==> config.mk <==
export PLATFORM = sky130hd
export DESIGN_NAME = posit_dot_seq
export DESIGN_NICKNAME = d
export VERILOG_FILES = /design/src/rtl/posit_dot_pkg.sv /design/src/rtl/posit_dot_seq.sv
export SDC_FILE = /design/constraint.sdc
export NUM_CORES = 1
export LEC_CHECK = 0
export ABC_AREA = 1
export CAP_MARGIN = 20
export CORE_MARGIN = 2
export CORE_UTILIZATION = 40
export CTS_BUF_LIST = sky130_fd_sc_hd__clkbuf_8
export CTS_CLUSTER_DIAMETER = 100
export DETAILED_ROUTE_END_ITERATION = 10
export GPL_TIMING_DRIVEN = 0
export HOLD_SLACK_MARGIN = 0.1
export PLACE_DENSITY = 0.82
export SYNTH_ARGS = -nofsm -noshare
export SYNTH_HDL_FRONTEND = slang
export SYNTH_SLANG_ARGS = --single-unit
==> constraint.sdc <==
create_clock -name clk -period 1.4 [get_ports clk]
set_input_delay 0.28 -clock clk [delete_from_list [all_inputs] [get_ports clk]]
set_output_delay 0.28 -clock clk [all_outputs]
set_load 0.02 [all_outputs]
==> src/rtl/posit_dot_pkg.sv <==
// Shared types and constants for the posit dot-product sequencer.
// The FMA datapath itself lives outside; only control-side definitions are here.
package posit_dot_pkg;

    localparam int POSIT_MAX_W = 64;

    typedef enum logic [1:0] {
        IDLE  = 2'd0,
        RUN   = 2'd1,
        DRAIN = 2'd2,
        DONE  = 2'd3
    } dot_state_t;

    function automatic logic [POSIT_MAX_W-1:0] posit_zero(input int n);
        logic [POSIT_MAX_W-1:0] z;
        z = '0;
        for (int i = 0; i < POSIT_MAX_W; i++) begin
            if (i >= n) z[i] = 1'b0;
        end
        return z;
    endfunction

    function automatic logic [POSIT_MAX_W-1:0] posit_nar(input int n);
        return POSIT_MAX_W'(1) << (n - 1);
    endfunction

    // Width must leave room for sign, a two-bit regime and the exponent field.
    function automatic bit posit_cfg_ok(input int n, input int es);
        return (es >= 0) && (n >= es + 3) && (n <= POSIT_MAX_W);
    endfunction

endpackage

==> src/rtl/posit_dot_seq.sv <==
// Dot-product sequencer: streams operand pairs into an external posit FMA and
// folds its output back into a running accumulator, one pair per cycle.
//
// state | meaning
// ------+---------------------------------------------------------------
// IDLE  | waiting for start; acc holds the last result
// RUN   | accepting pairs, cnt counts pairs still to come
// DRAIN | last pair is in op_a/op_b; its product lands in acc this edge
// DONE  | result presented; leaves on res_valid && res_ready
module posit_dot_seq
    import posit_dot_pkg::*;
#(
    parameter int N     = 32,
    parameter int ES    = 2,
    parameter int LEN_W = 8
) (
    input  logic             clk,
    input  logic             reset,
    input  logic             start,
    input  logic [LEN_W-1:0] vec_len,
    input  logic             in_valid,
    output logic             in_ready,
    input  logic [N-1:0]     in_a,
    input  logic [N-1:0]     in_b,
    output logic [N-1:0]     fma_in1,
    output logic [N-1:0]     fma_in2,
    output logic [N-1:0]     fma_in3,
    input  logic [N-1:0]     fma_out,
    output logic             res_valid,
    input  logic             res_ready,
    output logic [N-1:0]     result,
    output logic             busy
);

    localparam logic [N-1:0] ZERO = N'(posit_zero(N));

    if (!posit_cfg_ok(N, ES)) begin : g_bad_cfg
        $error("posit_dot_seq: unsupported N/ES combination");
    end

    dot_state_t       state;
    dot_state_t       state_nxt;
    logic [N-1:0]     op_a;
    logic [N-1:0]     op_b;
    logic             op_vld;
    logic [N-1:0]     acc;
    logic [LEN_W-1:0] cnt;

    logic accept;
    logic start_idle;
    logic last_pair;

    assign in_ready   = (state == RUN);
    assign res_valid  = (state == DONE);
    assign busy       = (state != IDLE);
    assign accept     = in_valid && in_ready;
    assign start_idle = (state == IDLE) && start;
    assign last_pair  = (cnt == LEN_W'(1));

    assign fma_in1 = op_a;
    assign fma_in2 = op_b;
    assign fma_in3 = acc;
    assign result  = acc;

    always_comb begin
        state_nxt = state;
        case (state)
            IDLE: begin
                if (start) begin
                    state_nxt = (vec_len == '0) ? DONE : RUN;
                end
            end
            RUN: begin
                if (accept && last_pair) begin
                    state_nxt = DRAIN;
                end
            end
            DRAIN: begin
                state_nxt = DONE;
            end
            DONE: begin
                if (res_ready) begin
                    state_nxt = IDLE;
                end
            end
            default: begin
                state_nxt = IDLE;
            end
        endcase
    end

    // op_vld marks that op_a/op_b hold a pair whose FMA output is still to
    // be folded into acc; this pipelines accumulate behind the operand load.
    always_ff @(posedge clk) begin
        if (reset) begin
            state  <= IDLE;
            op_a   <= ZERO;
            op_b   <= ZERO;
            op_vld <= 1'b0;
            acc    <= ZERO;
            cnt    <= '0;
        end else begin
            state  <= state_nxt;
            op_vld <= accept;

            if (accept) begin
                op_a <= in_a;
                op_b <= in_b;
            end

            if (start_idle) begin
                acc <= ZERO;
            end else if (op_vld) begin
                acc <= fma_out;
            end

            if (start_idle) begin
                cnt <= vec_len;
            end else if (accept) begin
                cnt <= cnt - LEN_W'(1);
            end
        end
    end

endmodule

==> flow_summary.toml <==
[placed_design]
dp_hpwl_mm = 10.64
gp_congestion = 0.8793
dp.cells = 950
numPortBuffers = 238

[clocking]
cts_sinks = 107
htree_levels = 3
cts-root-buf = "clkbuf_8"
clk_latency_ns = 0.35
cts_tree = "done"
clkTransAtPathRegs_ns = 0.10
cts_inserted_buffers = 9
clock_tree.buffer_depth = 2
ctsHoldBuffers = 0

[detailed_routing]
dr.pass1.iters = 4
met3_length_mm = 1.137
via_count = 4554
top_layer = "met5"
wl_mm = 13.66
dr_wl_met2_mm = 7.256
drt_iter0_drc = 247
avgViaCountPerCell = 4.695
ant_nets = 0
drc = 0
wl_met1_mm = 5.056
wl_per_cell_microns = 14.08

[sta]
max_freq_mhz = 704.6
post-route-period-util_pct = 101.4
fin_ws_ns = -0.01919
worst_pin_slew_ns = 0.4405
slew_headroom_pct = 70.63
slew_viol_final = 0
fin_skew_ns = 0.008086
finalSetupTns_ns = -0.01919
fin_crit_ns = 1.419
rsz0062_at_grt = "true"
hold_viol = 0
setup_violations = 1

[die]
rows = 38
ios = 240
die_area_sq_um = 11790
core-area_sq_um = 10750
die_y_microns = 108.6
start_util_pct = 40.73
die_x_microns = 108.6

[critical_path]
slowest_delay_ns = 0.41
worst-endpoint-required_ns = 1.12
end_kind = "output port"
cp.depth = 4
crit_family = "flip-flops"
reg2reg_depth = 7
cp_slowest_cell = "dfxtp_4"
crit_buf_inv = 3
path_class = "flop to output port"
worstPathCellList = "inv_4 > ha_4 > inv_4 > buf_6"
crit_fanout = 4
crit_arrival_ns = 1.14
reg2reg_to = "fma_in1[4]"
r2r_start = "state[1]"
cp-start-kind = "flop"
cp-endpoint = "busy"
rrSetupSlack_ns = 0.05
cp-startpoint = "state[0]"
path_common_cell = "inv_4"

[grt]
grt_pass1_wl_mm = 20.67
grt_max_degree = 19
grt_antenna_before_repair = 1
track_usage_pct = 22.13
overflow = 0
grt_pass1_vias = 4307

[final_layout]
finalNonFillerCells = 970
n_antenna_cell = 0
final_cell_mix = "nor2_1 (144), clkdlybuf4s50_1 (107), nand2_1 (90), dlygate4sd2_1 (86), dfxtp_1 (76)"
final_common_cell = "nor2_1"
postLayoutCoreUtil_pct = 66.64
fillers = 952
drive_above_1_share_pct = 20.72
syn_to_final_growth_pct = 63.61
final_nets = 941

[pwr]
leakagePower_uw = 0.003229
comb_power_share_pct = 44.3
clkPwrFrac_pct = 17.4
p_seq_share_pct = 38.4
swShare_pct = 39.12
vdd.ir_drop.worst_mv = 1.158
powerDensity_nw_per_um2 = 1446
internal_power_uw = 6305
switching_power_uw = 4052

[run_status]
violations = "negative setup slack"
status = "finished with violations"

[synthesis]
synth_cell_types = 22
synthCells = 572
netlist_area_sq_um = 4377
ys_ff_latch = 107
yosysSeqAreaShare_pct = 48.94
avgSynthCellArea_sq_um = 7.652
yosysWarnings = 0
synth_fp_nets = 688

[hold_path]
hold_path.class = "input pin to flop"
worstHoldStart = "reset"

[job]
maxCapViolCount = 0
registers in the layout, indices dropped and copies added, names as in the netlist:
| register | cells |
|---|---|
| fma_in2 | 32 |
| fma_in1 | 32 |
| state | 2 |
| fma_in3 | 32 |
| op_vld | 1 |
| cnt | 8 |
metrics by stage:
stage / area, sq um / total power (uW) / worst slack (ns) / hold WS (ns)
floorplan: 4379 / 6682 / 0.05726 / 0.4205
global placement: 6937 / 8456 / -0.2295 / 0.4627
detailed placement: 6937 / 8613 / -0.2737 / 0.4678
CTS: 7082 / 10160 / -0.1739 / 0.1073
global route: 7161 / 11050 / -0.07687 / 0.1130
finish: 7161 / 10360 / -0.01919 / 0.1281
final cells by class:
cell class,instances,area (sq um),area share (%)
buffer,64,486.7,6.797
clock buffer,10,137.6,1.922
clock inverter,6,46.29,0.6465
inverter,26,111.4,1.555
multi-input combinational,375,1725,24.10
sequential,107,2186,30.53
tap,140,175.2,2.446
timing repair buffer,242,2292,32.01
metal layers:
layer	global-route usage, %	up-vias
met5	0	-
met2	41.92	162
met4	6.502	2
met1	23.10	2089
met3	7.113	16
li1	-	2285
repair_timing:
item | 4_1_cts | 5_1_grt
setup endpoints to repair | 224 | 141
resized for setup | 216 | 81
setup buffers | 3 | 1
pin swaps | 1 | 4
worst min-delay path by stage:
stage	endpoint	depth (start not counted)
3_5_place_dp	fma_in3[13]	2
3_3_place_gp	fma_in1[5]	2
2_1_floorplan	fma_in3[31]	2
6_report	cnt[1]	2
5_1_grt	cnt[7]	2
4_1_cts	op_vld	2
power by group through the flow:
stage	Sequential, uW	Clock [uW]	Combinational (uW)
3_5_place_dp	4000	0	4610
3_3_place_gp	3970	0	4490
4_1_cts	3940	1850	4370
2_1_floorplan	4530	0	2150
6_report	3970	1800	4580
5_1_grt	4040	1990	5020
logic make-up after synthesis:
logic type,Yosys count,synth area share [%]
and+or+nand+nor,257,23.18
buffers and inverters,90,12.95
adders and majority gates,7,2.001
DFF,107,48.94
AOI/OAI and AO/OA,111,12.92
synth_stat cells (all sizes together):
cell type | number | share of area (%)
a31oi | 4 | 0.57
o22ai | 2 | 0.29
dfxtp | 107 | 49
nand2 | 97 | 8.7
a21oi | 37 | 4.2
o211ai | 1 | 0.17
inv | 25 | 2.1
buf | 58 | 10
clkinv | 1 | 0.11
nor2 | 147 | 13
nand3 | 13 | 1.5
ha | 7 | 2.0
o21ai | 67 | 7.7
clkbuf | 6 | 0.51
(Power assumes the default switching activity.)
